`src/rtl/rocketcpu_audio_regbank.sv`:
```
// Wishbone-slave bank of 32-bit audio parameter registers with byte-lane writes.
// Define AUDIO_REGBANK_SHADOW_EN to add a shadow bank committed atomically on i_sample_tick.
module rocketcpu_audio_regbank #(
  parameter int          NUM_REGS  = 18,
  parameter logic [31:0] BASE_ADDR = 32'h1000_0000
) (
  input  logic                    i_wb_clk,
  input  logic                    i_wb_rst,
  input  logic [31:0]             i_wb_adr,
  input  logic [31:0]             i_wb_dat,
  input  logic [3:0]              i_wb_sel,
  input  logic                    i_wb_we,
  input  logic                    i_wb_cyc,
  output logic [31:0]             o_wb_rdt,
  output logic                    o_wb_ack,
  input  logic                    i_sample_tick,
  output logic [32*NUM_REGS-1:0]  o_params,
  output logic                    o_commit_done
);

  logic                         accept;
  logic [29:0]                  word_off;
  logic                         reg_hit;
  logic                         ctrl_hit;
  logic                         wr_en;
  logic [31:0]                  ctrl_rd;
  logic [31:0]                  rd_data;
  logic                         commit;
  logic [NUM_REGS-1:0][31:0]    live;
  logic [NUM_REGS-1:0][31:0]    tgt;

  assign accept   = i_wb_cyc & ~o_wb_ack;
  // Offset from the base in words; wraps for addresses below the base, so they fall out of range.
  assign word_off = i_wb_adr[31:2] - BASE_ADDR[31:2];
  assign reg_hit  = word_off < 30'(NUM_REGS);
  assign ctrl_hit = word_off == 30'(NUM_REGS);
  assign wr_en    = accept & i_wb_we & reg_hit;
  assign o_params = live;

  function automatic logic [31:0] merge(input logic [31:0] old, input logic [31:0] dat,
                                        input logic [3:0] sel);
    logic [31:0] r;
    r = old;
    for (int b = 0; b < 4; b++)
      if (sel[b]) r[b*8 +: 8] = dat[b*8 +: 8];
    return r;
  endfunction

`ifdef AUDIO_REGBANK_SHADOW_EN
  typedef enum logic {IDLE, ARMED} state_t;

  state_t                    state_q, state_d;
  logic [NUM_REGS-1:0][31:0] shadow;
  logic                      ctrl_wr;

  assign tgt     = shadow;
  assign ctrl_wr = accept & i_wb_we & ctrl_hit & i_wb_sel[0];
  assign ctrl_rd = {30'b0, state_q == ARMED, 1'b1};

  always_ff @(posedge i_wb_clk) begin
    if (i_wb_rst) begin
      state_q       <= IDLE;
      o_commit_done <= 1'b0;
    end else begin
      state_q       <= state_d;
      o_commit_done <= commit;
    end
  end

  // Abort outranks both arming and a pending tick.
  always_comb begin
    state_d = state_q;
    commit  = 1'b0;
    case (state_q)
      IDLE: begin
        if (ctrl_wr && !i_wb_dat[1] && i_wb_dat[0]) state_d = ARMED;
      end
      ARMED: begin
        if (ctrl_wr && i_wb_dat[1]) state_d = IDLE;
        else if (i_sample_tick) begin
          commit  = 1'b1;
          state_d = IDLE;
        end
      end
      default: state_d = IDLE;
    endcase
  end

  // Commit reads the pre-write shadow, so a same-edge write waits for the next commit.
  always_ff @(posedge i_wb_clk) begin
    if (i_wb_rst) begin
      live   <= '0;
      shadow <= '0;
    end else begin
      for (int i = 0; i < NUM_REGS; i++) begin
        if (commit) live[i] <= shadow[i];
        if (wr_en && word_off == 30'(i)) shadow[i] <= merge(shadow[i], i_wb_dat, i_wb_sel);
      end
    end
  end
`else
  logic unused_tick;

  assign unused_tick   = i_sample_tick;
  assign tgt           = live;
  assign ctrl_rd       = 32'h0;
  assign commit        = 1'b0;
  assign o_commit_done = 1'b0;

  always_ff @(posedge i_wb_clk) begin
    if (i_wb_rst) begin
      live <= '0;
    end else begin
      for (int i = 0; i < NUM_REGS; i++)
        if (wr_en && word_off == 30'(i)) live[i] <= merge(live[i], i_wb_dat, i_wb_sel);
    end
  end
`endif

  logic [1:0] unused_adr;
  assign unused_adr = i_wb_adr[1:0];

  always_comb begin
    rd_data = 32'h0;
    if (reg_hit) begin
      for (int i = 0; i < NUM_REGS; i++)
        if (word_off == 30'(i)) rd_data = tgt[i];
    end else if (ctrl_hit) begin
      rd_data = ctrl_rd;
    end
  end

  always_ff @(posedge i_wb_clk) begin
    if (i_wb_rst) begin
      o_wb_ack <= 1'b0;
      o_wb_rdt <= 32'h0;
    end else begin
      o_wb_ack <= i_wb_cyc & ~o_wb_ack;
      if (accept && !i_wb_we) o_wb_rdt <= rd_data;
    end
  end

endmodule

```
`config.mk`:
```
export PLATFORM = sky130hd
export DESIGN_NAME = rocketcpu_audio_regbank
export DESIGN_NICKNAME = d
export VERILOG_FILES = /design/src/rtl/rocketcpu_audio_regbank.sv
export SDC_FILE = /design/constraint.sdc
export NUM_CORES = 2
export LEC_CHECK = 0
export ABC_AREA = 0
export BUFFER_PORTS_ARGS = -buffer_cell sky130_fd_sc_hd__buf_2
export CAP_MARGIN = 20
export CORE_AREA = 5 5 260 262
export DETAILED_ROUTE_END_ITERATION = 16
export DIE_AREA = 0 0 265 267
export PLACE_DENSITY_LB_ADDON = 0.15
export SYNTH_ARGS = -nofsm -noshare
export SYNTH_HDL_FRONTEND = slang
export SYNTH_SLANG_ARGS = --single-unit
```
`constraint.sdc`:
```
create_clock -name i_wb_clk -period 3 [get_ports i_wb_clk]
set_input_delay 0 -clock i_wb_clk [delete_from_list [all_inputs] [get_ports i_wb_clk]]
set_output_delay 0 -clock i_wb_clk [all_outputs]
set_load 0.005 [all_outputs]
```
# Word-level counts from Yosys, hierarchy flattened
# Cells that the tools add are included.
[totals]
regBits = 609
input_bits = 73
[op_classes]
add_sub_neg = 1
magnitude_cmp = 1
n_eq_ne = 17
n_mux = 19
n_bitwise = 4
reduce_logical = 93
[op_table]
columns = ["op", "n"]
rows = [
  ["$mux 32", 19],
  ["$eq 30x4->1 const B", 8],
  ["$reduce_and 2->1", 72],
  ["$eq 30x3->1 const B", 4],
  ["$eq 30x2->1 const B", 2],
  ["$eq 30x5->1 const B", 2],
  ["$eq 30x1->1 const B", 1],
  ["$logic_not 30->1", 1],
  ["$lt 30x5->1 const B", 1],
  ["$sub 30x27->30 const B", 1],
  ["$logic_and 1x1->1", 19],
  ["$and 1x1->1", 3],
  ["$logic_not 1->1", 1],
  ["$not 1->1", 1],
]

# Logic depth before layout (Yosys ltp)
[depth]
ltp_word = 21
ltp_mapped = 11
ltp_nobuf = 7

# Worst setup path before layout
# OpenSTA, ideal clock, no wires.
[synth_path]
path_type = "register to register"
startpoint = "register o_wb_ack"
endpoint = "register o_wb_rdt[26]"
arrival_ns = 2.449
setup_slack_ns = 0.492
path_stages_with_launch = 9
path_buffers = 1
period_less_slack_ns = 2.508
path_cell_list = "dfxtp_1 or3b_2 clkbuf_1 or4b_2 nor3_4 o21ai_0 nor4b_1 a211oi_1 nand2_1"
[synth_between]
elab_chain_cells = 3
[synth_rtl]
columns = ["item", "line_no", "text"]
rows = [
  ["from (decl)", "15", "output logic o_wb_ack,"],
  ["from (signal assigned)", "138", "o_wb_ack <= i_wb_cyc & ~o_wb_ack;"],
  ["$not 1->1", "32", "assign accept = i_wb_cyc & ~o_wb_ack;"],
  ["$and 1x1->1", "32", ""],
  ["$logic_and 1x1->1", "139", "if (accept && !i_wb_we) o_wb_rdt <= rd_data;"],
  ["to (signal assigned)", "139", ""],
  ["to (decl)", "14", "output logic [31:0] o_wb_rdt,"],
]
# No other way between the ends.
# A chain may end at the register's enable or synchronous reset.

# Worst setup path in the final report
[layout_path]
startpoint = "register o_wb_ack"
endpoint = "register o_wb_rdt[14]"
# Same word-level chain as after synthesis.

==> results.cfg <==
[run_status]
status = completed

[finish]
fill_cells = 6496
layout_common_cells = nand2_1 (1249), buf_2 (675), a21oi_1 (638)
layout_commonest_cell = nand2_1
postLayoutCellArea_um2 = 35500
fin_nets = 4482
drive_gt1_share_pct = 26.4
antenna_cells = 0
area_growth_pct = 31.4
final_cells = 5321

[place]
detailed_place.area_um2 = 32900
globalplace.congestion = 1.06
placed_cells = 5164
place_ws_ps = -186
portBuffers = 678
post-dp-hpwl_um = 128000

[critical_path]
crit_slowest_cell = or4b_2
path_class = reg -> reg
required_ps = 3550
crit_path_end_kind = register
critPathMaxFanout = 4
critPathArrivalTime_ps = 3470
path_cells = or3b_2, or4b_2, nor3_4, o211ai_1, a311oi_1, o21ai_1, nand2_1
crit_path_start_kind = register
max_stage_delay_ps = 750

[timing]
tightest_slew_ps = 1210
slew_headroom_pct = 19.3
skew_ps = 28.5
rsz0062_at_grt = false
min_period_over_period_pct = 97.4
hold_viol = 0
drv_slew = 0
max_freq_mhz = 342
setup_viol_count_final = 0
final.setup.worst_slack_ps = 78.7
fin_crit_ps = 2920

[clock_network]
cts-resized-gates = 0
ctsHtreeMaxLevel = 3
cts_tree = built
root_buffer = clkbuf_16
clk_path_buf_depth = 3
post_cts_buffers = 0
path_clk_slew_ps = 60
cts.sinks = 609
clk_latency_ps = 620
cts_buffers = 69

[synth]
synth-main-ff-cell = dfxtp_1
synth.top_cell.area_share_pct = 45.2
synth_compound_area_share_pct = 22.3
synth_edf_count = 0
async_flop_share_pct = 0
ys_ff_latch = 609
synthCells = 3610
synth_area_leaders = dfxtp_1 (45%), nand2_1 (17%), a21oi_1 (12%)
syn_area_um2 = 27000
synth_nets = 3683
seq_area_frac_synth_pct = 45.2
synth_top_area_cell = dfxtp_1
synthXorXnorAreaFrac_pct = 0
synth-simple-area-share_pct = 26.4
synthMuxAreaShare_pct = 2.37
yosys_warnings = 0
synth_fa_ha_area_share_pct = 0
ys_types = 74
synth_top_family_by_area = simple AND/OR/NAND/NOR gates
syn_avg_cell_area_um2 = 7.48

[detailed_routing]
drc = 0
ant_nets = 0
via_per_inst = 6.34
via_count = 33700
drt-total-wl_um = 172000
wl_per_cell_um = 32.3
first_iter_violations = 6387
dr.pass1.iters = 8

[floorplan]
die_width_um = 265
dieHeight_um = 267
core_um2 = 65200
dieArea_um2 = 70800
rows = 94
pin_count = 683
initial_core_util_pct = 41.4

[power]
total_power_mw = 17.5
peakVddDrop_v = 0.000375
powerDensity_nw_per_um2 = 493
leakage_nw = 14.0

[grt]
gr-usage-all-layers_pct = 45.7
grt_pass1_wl_um = 235000
antenna_found_initial = 3
grt-ovfl-total = 0
grt_max_degree = 203
grt_pass1_vias = 30200

[flow_run]
drv_cap = 0

[min_path]
hold_path_class = in -> reg
## worst max-delay path: cells and delay by family (launching register included)
family	cells	cell delay, ps
AND/OR/NAND/NOR	4	1670
AO/OA/AOI/OAI	3	850
flip-flops	1	330
## registers in the layout, indices dropped and copies added, names as in the netlist
signal    count
o_params    576
o_wb_rdt     32
o_wb_ack      1
## synthesized netlist by cell type (all sizes together) (7+ instances only)
master / count
a211oi: 17
nand3: 97
a22oi: 51
mux2i: 19
or4: 7
a2bb2oi: 7
mux2: 32
a32oi: 9
a222oi: 11
dfxtp: 609
nor2: 141
o22ai: 45
and4: 7
nand2b: 7
nand2: 1249
a21oi: 638
o32ai: 7
nor2b: 12
a2111oi: 9
a221oi: 43
nor4: 44
o31ai: 7
nor3: 42
o221ai: 14
a221o: 12
and2: 10
o21ai: 80
buf: 41
a22o: 14
clkbuf: 221
nand4: 24
## kinds of logic after synthesis
family                 after synthesis
and+or+nand+nor                   1666
DFF                                609
buffers and inverters              263
AOI/OAI and AO/OA                 1016
muxes                               55
other                                1
## timing repair
item | 4_1_cts | 5_1_grt
hold buffers | 38 | 0
hold endpoints to repair | 413 | 0
setup endpoints to repair | 0 | 0
## per-layer routing
layer  part of all wire [%]  track usage, %  wire length [um]
met1                     37            62.4             63900
met2                     40            64.4             69200
met4                    7.4            26.6             12800
met5                  0.020               0                34
met3                     15            13.0             25700
## final timing paths
kind / slack [ps] / cells past startpoint / to / startpoint
setup reg to reg: 80 / 7 / o_wb_rdt[14] / o_wb_ack
hold reg to reg: 460 / 1 / o_wb_ack / o_wb_ack
hold / removal: 70 / 3 / o_params[360] / i_wb_dat[8]
setup / recovery: 80 / 7 / o_wb_rdt[14] / o_wb_ack
## final cells by class
type	count	area [um^2]	area share, %
multi-input combinational	2738	13900	39.1
sequential	609	12200	34.4
timing repair buffer	990	6130	17.3
clock buffer	102	2030	5.73
tap	864	1080	3.05
clock inverter	17	178	0.501
inverter	1	3.75	0.0106
## power breakdown
group	total (mW)	switching [mW]	internal [mW]
clock	8.53	3.65	4.87
sequential	8.09	0.000607	8.09
combinational	0.886	0.710	0.176
total	17.5	4.36	13.1
## metrics by stage
| step | hold slack (ps) | util, % | setup TNS, ps |
|---|---|---|---|
| 6_report | 68.5 | 54.5 | 0 |
| 3_3_place_gp | 289 | 50.5 | -785 |
| 3_5_place_dp | 291 | 50.5 | -746 |
| 2_1_floorplan | 167 | - | 0 |
| 5_1_grt | 25.2 | 54.5 | 0 |
| 4_1_cts | 1.29 | 54.5 | 0 |
No activity file was read; power rests on OpenSTA's default activity.
